File: config.mk
export PLATFORM = sky130hd
export DESIGN_NAME = camera_controller_flat
export DESIGN_NICKNAME = d
export VERILOG_FILES = /design/src/rtl/camera_controller_if.sv /design/src/rtl/camera_controller.sv /design/src/flat_wrapper.sv
export SDC_FILE = /design/constraint.sdc
export NUM_CORES = 1
export LEC_CHECK = 0
export CAP_MARGIN = 20
export CORE_MARGIN = 10
export CORE_UTILIZATION = 43
export DETAILED_ROUTE_END_ITERATION = 16
export PLACE_DENSITY = 0.58
export SLEW_MARGIN = 40
export SYNTH_ARGS = -nofsm -noshare
export SYNTH_HDL_FRONTEND = slang
export SYNTH_SLANG_ARGS = --single-unit
File: constraint.sdc
create_clock -name clk_in -period 5.1 [get_ports clk_in]
set_input_delay 1.02 -clock clk_in [delete_from_list [all_inputs] [get_ports clk_in]]
set_output_delay 1.02 -clock clk_in [all_outputs]
set_load 0.1 [all_outputs]
File: src/rtl/camera_controller_if.sv
// Frame-strobe, button/target inputs and camera position outputs of camera_controller.
// The slave modport is the controller's side; the master modport is the side that drives frames.
interface camera_controller_if #(
  parameter int unsigned WORLD_BITS = 18
);
  logic                         new_frame_in;
  logic [3:0]                   btn_in;
  logic                         mode_in;
  logic signed [WORLD_BITS-1:0] target_x_in;
  logic signed [WORLD_BITS-1:0] target_y_in;
  logic signed [WORLD_BITS-1:0] camera_x_out;
  logic signed [WORLD_BITS-1:0] camera_y_out;
  logic                         update_out;
  logic                         moving_out;

  modport master (
    output new_frame_in, btn_in, mode_in, target_x_in, target_y_in,
    input  camera_x_out, camera_y_out, update_out, moving_out
  );

  modport slave (
    input  new_frame_in, btn_in, mode_in, target_x_in, target_y_in,
    output camera_x_out, camera_y_out, update_out, moving_out
  );
endinterface

File: src/rtl/camera_controller.sv
// Per-frame camera update: manual buttons with step acceleration, or dead-zone follow of a target.
// Optional macro CAMERA_CLAMP_EN saturates the new position to [MIN, MAX]; otherwise it wraps.
module camera_controller #(
  parameter int unsigned WORLD_BITS   = 18,
  parameter int          INIT_X       = 640,
  parameter int          INIT_Y       = 360,
  parameter int unsigned STEP_MIN     = 1,
  parameter int unsigned STEP_MAX     = 16,
  parameter int unsigned ACCEL_FRAMES = 8,
  parameter int unsigned DEADZONE_X   = 200,
  parameter int unsigned DEADZONE_Y   = 100,
  parameter int unsigned FOLLOW_SHIFT = 3,
  parameter int          MIN_X        = 0,
  parameter int          MAX_X        = 65535,
  parameter int          MIN_Y        = 0,
  parameter int          MAX_Y        = 65535
) (
  input logic                clk_in,
  input logic                rst_in,
  camera_controller_if.slave bus
);
  localparam int unsigned SW     = WORLD_BITS + 2;
  localparam int unsigned STEP_W = $clog2(STEP_MAX) + 1;
  localparam int unsigned HOLD_W = $clog2(ACCEL_FRAMES) + 1;

  typedef logic signed [WORLD_BITS-1:0] coord_t;
  typedef logic signed [SW-1:0]         wide_t;
  typedef enum logic [1:0] {IDLE, CALC, CLAMP, COMMIT} state_t;

  if (STEP_MIN > STEP_MAX || MIN_X > MAX_X || MIN_Y > MAX_Y) begin : g_bad_cfg
    $error("camera_controller: inconsistent step or clamp parameters");
  end

  state_t              state_q, state_d;
  logic                sample_c, calc_c, clamp_c, commit_c;
  logic [3:0]          btn_q;
  logic                mode_q, mode_chg_q;
  coord_t              tx_q, ty_q;
  logic [STEP_W-1:0]   step_q, step_d, step_eff_c;
  logic [HOLD_W-1:0]   hold_q, hold_d, hold_eff_c;
  wide_t               dx_c, dy_c, dx_q, dy_q;
  wide_t               sx_c, sy_c;
  coord_t              nx_c, ny_c, nx_q, ny_q;
  logic                mv_c, mv_q, commit_q;
  coord_t              cam_x_q, cam_y_q;
  logic                update_q, moving_q;

  function automatic wide_t man_delta(input logic pos, input logic neg, input wide_t step);
    if (pos && !neg) return step;
    if (neg && !pos) return -step;
    return '0;
  endfunction

  // Distance beyond the dead zone, scaled down, never stalling at zero once outside it.
  function automatic wide_t follow_delta(input wide_t tgt, input wide_t cam, input wide_t dz);
    wide_t d;
    wide_t r;
    d = tgt - cam;
    r = '0;
    if (d > dz) begin
      r = (d - dz) >>> FOLLOW_SHIFT;
      if (r == '0) r = wide_t'(1);
    end else if (d < -dz) begin
      r = (d + dz) >>> FOLLOW_SHIFT;
      if (r == '0) r = wide_t'(-1);
    end
    return r;
  endfunction

`ifdef CAMERA_CLAMP_EN
  function automatic coord_t sat(input wide_t v, input int lo, input int hi);
    if (v < wide_t'(lo)) return coord_t'(lo);
    if (v > wide_t'(hi)) return coord_t'(hi);
    return coord_t'(v);
  endfunction
`endif

  always_ff @(posedge clk_in) begin
    if (rst_in) state_q <= IDLE;
    else        state_q <= state_d;
  end

  always_comb begin
    state_d = state_q;
    case (state_q)
      IDLE:    if (bus.new_frame_in) state_d = CALC;
      CALC:    state_d = CLAMP;
      CLAMP:   state_d = COMMIT;
      COMMIT:  state_d = IDLE;
      default: state_d = IDLE;
    endcase
  end

  always_comb begin
    sample_c = 1'b0;
    calc_c   = 1'b0;
    clamp_c  = 1'b0;
    commit_c = 1'b0;
    case (state_q)
      IDLE:    sample_c = bus.new_frame_in;
      CALC:    calc_c   = 1'b1;
      CLAMP:   clamp_c  = 1'b1;
      COMMIT:  commit_c = 1'b1;
      default: ;
    endcase
  end

  // A mode switch restarts acceleration on the very frame that switched.
  always_comb begin
    step_d     = step_q;
    hold_d     = hold_q;
    step_eff_c = mode_chg_q ? STEP_W'(STEP_MIN) : step_q;
    hold_eff_c = mode_chg_q ? '0 : hold_q;
    if (mode_q) begin
      dx_c = follow_delta(wide_t'(tx_q), wide_t'(cam_x_q), wide_t'(DEADZONE_X));
      dy_c = follow_delta(wide_t'(ty_q), wide_t'(cam_y_q), wide_t'(DEADZONE_Y));
    end else begin
      dx_c = man_delta(btn_q[2], btn_q[3], wide_t'(step_eff_c));
      dy_c = man_delta(btn_q[0], btn_q[1], wide_t'(step_eff_c));
    end
    if (calc_c) begin
      if (mode_q || !(|btn_q)) begin
        step_d = STEP_W'(STEP_MIN);
        hold_d = '0;
      end else if (hold_eff_c == HOLD_W'(ACCEL_FRAMES - 1)) begin
        hold_d = '0;
        step_d = (step_eff_c >= STEP_W'(STEP_MAX)) ? STEP_W'(STEP_MAX) : (step_eff_c << 1);
      end else begin
        hold_d = hold_eff_c + HOLD_W'(1);
        step_d = step_eff_c;
      end
    end
  end

  always_comb begin
    sx_c = wide_t'(cam_x_q) + dx_q;
    sy_c = wide_t'(cam_y_q) + dy_q;
`ifdef CAMERA_CLAMP_EN
    nx_c = sat(sx_c, MIN_X, MAX_X);
    ny_c = sat(sy_c, MIN_Y, MAX_Y);
`else
    nx_c = coord_t'(sx_c);
    ny_c = coord_t'(sy_c);
`endif
    mv_c = (nx_c != cam_x_q) || (ny_c != cam_y_q);
  end

  // Outputs land one cycle after COMMIT through the commit_q stage.
  always_ff @(posedge clk_in) begin
    if (rst_in) begin
      btn_q      <= '0;
      mode_q     <= 1'b0;
      mode_chg_q <= 1'b0;
      tx_q       <= '0;
      ty_q       <= '0;
      dx_q       <= '0;
      dy_q       <= '0;
      step_q     <= STEP_W'(STEP_MIN);
      hold_q     <= '0;
      nx_q       <= '0;
      ny_q       <= '0;
      mv_q       <= 1'b0;
      commit_q   <= 1'b0;
      update_q   <= 1'b0;
      moving_q   <= 1'b0;
      cam_x_q    <= coord_t'(INIT_X);
      cam_y_q    <= coord_t'(INIT_Y);
    end else begin
      if (sample_c) begin
        btn_q      <= bus.btn_in;
        mode_chg_q <= bus.mode_in != mode_q;
        mode_q     <= bus.mode_in;
        tx_q       <= bus.target_x_in;
        ty_q       <= bus.target_y_in;
      end
      if (calc_c) begin
        dx_q <= dx_c;
        dy_q <= dy_c;
      end
      step_q <= step_d;
      hold_q <= hold_d;
      if (clamp_c) begin
        nx_q <= nx_c;
        ny_q <= ny_c;
        mv_q <= mv_c;
      end
      commit_q <= commit_c;
      update_q <= commit_q;
      if (commit_q) begin
        cam_x_q  <= nx_q;
        cam_y_q  <= ny_q;
        moving_q <= mv_q;
      end
    end
  end

  assign bus.camera_x_out = cam_x_q;
  assign bus.camera_y_out = cam_y_q;
  assign bus.update_out   = update_q;
  assign bus.moving_out   = moving_q;
endmodule
File: src/flat_wrapper.sv
// flat-port wrapper written by rule: the top's interface ports become plain ports
module camera_controller_flat 
#(
  parameter int unsigned WORLD_BITS   = 18,
  parameter int          INIT_X       = 640,
  parameter int          INIT_Y       = 360,
  parameter int unsigned STEP_MIN     = 1,
  parameter int unsigned STEP_MAX     = 16,
  parameter int unsigned ACCEL_FRAMES = 8,
  parameter int unsigned DEADZONE_X   = 200,
  parameter int unsigned DEADZONE_Y   = 100,
  parameter int unsigned FOLLOW_SHIFT = 3,
  parameter int          MIN_X        = 0,
  parameter int          MAX_X        = 65535,
  parameter int          MIN_Y        = 0,
  parameter int          MAX_Y        = 65535
)
  (clk_in, rst_in, bus_new_frame_in, bus_btn_in, bus_mode_in, bus_target_x_in, bus_target_y_in, bus_camera_x_out, bus_camera_y_out, bus_update_out, bus_moving_out);
  camera_controller_if #(.WORLD_BITS(WORLD_BITS)) bus_i ();
  input logic clk_in;
  input logic rst_in;
  input wire logic [$bits(bus_i.new_frame_in)-1:0] bus_new_frame_in;
  input wire logic [$bits(bus_i.btn_in)-1:0] bus_btn_in;
  input wire logic [$bits(bus_i.mode_in)-1:0] bus_mode_in;
  input wire logic [$bits(bus_i.target_x_in)-1:0] bus_target_x_in;
  input wire logic [$bits(bus_i.target_y_in)-1:0] bus_target_y_in;
  output wire logic [$bits(bus_i.camera_x_out)-1:0] bus_camera_x_out;
  output wire logic [$bits(bus_i.camera_y_out)-1:0] bus_camera_y_out;
  output wire logic [$bits(bus_i.update_out)-1:0] bus_update_out;
  output wire logic [$bits(bus_i.moving_out)-1:0] bus_moving_out;
  assign bus_i.new_frame_in = bus_new_frame_in;
  assign bus_i.btn_in = bus_btn_in;
  assign bus_i.mode_in = bus_mode_in;
  assign bus_i.target_x_in = bus_target_x_in;
  assign bus_i.target_y_in = bus_target_y_in;
  assign bus_camera_x_out = bus_i.camera_x_out;
  assign bus_camera_y_out = bus_i.camera_y_out;
  assign bus_update_out = bus_i.update_out;
  assign bus_moving_out = bus_i.moving_out;
  camera_controller #(.WORLD_BITS(WORLD_BITS), .INIT_X(INIT_X), .INIT_Y(INIT_Y), .STEP_MIN(STEP_MIN), .STEP_MAX(STEP_MAX), .ACCEL_FRAMES(ACCEL_FRAMES), .DEADZONE_X(DEADZONE_X), .DEADZONE_Y(DEADZONE_Y), .FOLLOW_SHIFT(FOLLOW_SHIFT), .MIN_X(MIN_X), .MAX_X(MAX_X), .MIN_Y(MIN_Y), .MAX_Y(MAX_Y)) u_core (.clk_in(clk_in), .rst_in(rst_in), .bus(bus_i));
endmodule
==> flow_metrics.py <==
metrics = {
    "logic_synthesis": {
        "yosys_warnings": 0,
        "async_flop_share_pct": 0,
        "synthFlopType": "dfxtp_1",
        "ys_ff_latch": 165,
        "yosysSeqAreaShare_pct": 25.8,
        "synth_area_per_cell_sq_um": 7.92,
        "synth.cell_area_sq_um": 12800,
        "syn_inst": 1616,
        "synth-edff-count": 0,
        "synth_nets": 1748,
        "synth.distinct_cells": 105,
    },
    "layout": {
        "final_cells": 2057,
        "layout-drive-gt1-share_pct": 9.18,
        "nFillCells": 2971,
        "fin_util_pct": 48.7,
        "antenna_cells": 0,
        "area_delta_synth_final_pct": 12.2,
        "finish.instance_area_sq_um": 14400,
        "nNetsFinal": 1786,
    },
    "clock_tree": {
        "insertion_delay_ns": 0.45,
        "cts_buffers": 17,
        "ctsResizeCount": 0,
        "cts_setup_buffers": 0,
        "path_clk_slew_ns": 0.08,
        "cts.sinks": 165,
        "hold_buffers": 0,
        "cts_tree": "built",
        "clk_path_buf_depth": 2,
        "root_buffer": "clkbuf_16",
        "h-tree-depth": 4,
    },
    "setup_path": {
        "slowest_stage": "o31ai_2",
        "worstPathRequired_ns": 5.42,
        "worstPathMaxFanout": 7,
        "worst-setup-path-type": "flop to flop",
        "startpoint_type": "flop",
        "crit_start": "u_core.bus.camera_y_out[5]$_SDFFE_PP1P_",
        "path_cells": "inv_1 -> ha_1 -> o21a_1 -> o21ai_1 -> o31ai_2 -> nor2_4 -> xnor2_4 -> nor4_4 -> nand4_1 -> o21ai_2 -> nor2_1 -> a221oi_1 -> nor3_1",
        "reg2reg_slack_ns": 0.88,
        "reg2reg_from": "u_core.bus.camera_y_out[5]$_SDFFE_PP1P_",
        "arrival_ns": 4.54,
        "timing.critical_path.to": "u_core.dy_q[11]$_SDFFE_PP0N_",
        "max_stage_delay_ns": 0.54,
        "reg2regPathDepth": 13,
        "critPathCaptureType": "flop",
        "worst_r2r_endpoint": "u_core.dy_q[11]$_SDFFE_PP0N_",
    },
    "route": {
        "vias": 11843,
        "routed_wl_um": 41200,
        "ant_nets": 0,
        "avgRoutedWirePerCell_um": 20.0,
        "drtIter0Drc": 969,
        "route.detailed.drc": 0,
        "viasPerCell": 5.76,
        "drt_first_pass_iters": 5,
    },
    "run": {
        "cap_violations": 0,
    },
    "placed_design": {
        "dp_cells": 2025,
        "io_buffers": 81,
        "pre_cts_ws_ns": 0.755,
        "place_area_sq_um": 13700,
        "gp_congestion": 0.964,
        "dp_hpwl_um": 31800,
    },
    "floorplanning": {
        "initial_core_util_pct": 43.4,
        "die_area_sq_um": 37100,
        "ioPinCount": 82,
        "core_sq_um": 29500,
        "fp.dieW_um": 193,
        "dieHeight_um": 193,
        "std_cell_rows": 63,
    },
    "sta": {
        "fin_worst_skew_ns": 0.0114,
        "fin_crit_sh_pct": 82.8,
        "fmax_mhz": 237,
        "hold_viol": 0,
        "final-max-slew-violation-count": 0,
        "worst_pin_slew_ns": 0.852,
        "finalSetupTns_ns": 0,
        "min_period_ns": 4.22,
        "layout_setup_ws_ns": 0.879,
        "rsz0062_at_grt": "no",
        "max-slew-margin-rel_pct": 42.7,
        "setup_viol": 0,
    },
    "worst_hold_path": {
        "hp-class": "flop to flop",
        "min_from": "u_core.tx_q[3]$_SDFFE_PP0P_",
    },
    "power_and_ir_drop": {
        "p_leak_nw": 5.57,
        "max-vdd-ir-drop_mv": 0.287,
        "pwr_density_cell_nw_per_um2": 509,
    },
    "global_routing": {
        "antenna_found_initial": 0,
        "grt_use_total_pct": 22.2,
        "grt_overflow": 0,
        "grt_pass1_wl_um": 64700,
        "grt_pass1_vias": 11191,
        "grt_max_degree": 62,
    },
    "run_status": {
        "status": "completed",
    },
}
==> cell usage after synthesis (18+ instances only) <==
cell type	number	area [sq um]
nor2_1	179	672
dfxtp_1	165	3300
nand2_1	165	619
a21oi_1	129	646
xnor2_1	86	753
ha_1	84	1050
inv_1	71	267
mux2i_1	67	671
o21ai_0	55	275
nor3_1	51	255
clkbuf_1	48	180
xor2_1	35	307
nand3_1	30	150
a211oi_1	25	188
nor2b_1	25	156
a21o_1	23	173
o211ai_1	20	150
buf_1	18	67.6
==> cell usage in the layout (no fill, tap or decap), types with 30 or more instances in the layout <==
cell | synthesis | layout
xnor2_1 | 86 | 84
ha_1 | 84 | 82
buf_2 | 8 | 38
nor2_1 | 179 | 178
mux2i_1 | 67 | 67
o21ai_0 | 55 | 55
nor3_1 | 51 | 51
dfxtp_1 | 165 | 164
inv_1 | 71 | 71
nand2_1 | 165 | 164
a21oi_1 | 129 | 129
xor2_1 | 35 | 35
clkdlybuf4s50_1 | 0 | 42
nand3_1 | 30 | 30
==> logic make-up (layout without fill, tap and decap cells) <==
group	count (synthesis)	after routing	synth area share, %
compound gates	434	434	23.6
flops	165	165	25.8
simple gates	580	580	22.0
mux	69	69	5.42
xor+xnor	129	129	9.66
fa+ha+maj	88	88	8.84
buf+inv	151	202	4.68
==> critical path: cells and delay by family, from the launching register on <==
kind                     cells  cell delay (ns)
adder cells (fa/ha/maj)      1             0.39
AND/OR/NAND/NOR              5             1.07
flip-flops                   1             0.51
buffers and inverters        1             0.21
AO/OA/AOI/OAI                5             1.71
XOR/XNOR                     1             0.20
==> registers in the layout, summed over array words and instances, names as in the netlist, 2 cells and up <==
register / flops
u_core.bus.camera_x_out: 18
u_core.bus.camera_y_out: 18
u_core.dx_q: 18
u_core.dy_q: 18
u_core.nx_q: 18
u_core.ny_q: 18
u_core.tx_q: 18
u_core.ty_q: 18
u_core.step_q: 5
u_core.btn_q: 4
u_core.hold_q: 4
u_core.state_q: 2
==> metrics by stage <==
stage,hold WS [ns],power [mW]
final,0.459,7.30
after global routing,0.483,7.83
after CTS,0.464,7.29
after detailed placement,0.454,5.86
after global placement,0.446,5.86
after floorplan,0.436,4.84
==> how the worst min path moves through the flow <==
stage                                   end  cells after the start
6_report        u_core.tx_q[3]$_SDFFE_PP0P_                      2
5_1_grt         u_core.tx_q[0]$_SDFFE_PP0P_                      2
4_1_cts        u_core.ty_q[15]$_SDFFE_PP0P_                      2
3_5_place_dp    u_core.tx_q[0]$_SDFFE_PP0P_                      2
3_3_place_gp    u_core.tx_q[0]$_SDFFE_PP0P_                      2
2_1_floorplan   u_core.tx_q[0]$_SDFFE_PP0P_                      2
==> layout make-up <==
class	count	area, sq um	area share [%]
well taps	390	488	3.40
clock buffers	17	425	2.96
flip-flops and latches	165	3300	23.0
repair buffers	97	738	5.14
clock inverters	15	186	1.30
inverters	73	274	1.91
multi-input cells	1300	8940	62.3
==> routing by layer <==
metal  part of all wire, %  vias up  track usage (%)  routed length [um]
met5                     0        -                0                   0
li1                      -     5907                -                   -
met2                    43      291             33.3               17800
met4                   2.1        0             6.68                 881
met1                    50     5611             31.8               20400
met3                   5.1       34             3.74                2120
==> power by group <==
part,leakage [nW],total [mW],switching [mW],internal (mW)
clock network,0.297,1.40,0.648,0.749
registers,1.34,1.73,0.204,1.52
logic,3.93,4.18,2.59,1.58
No activity file was read; power rests on OpenSTA's default activity.
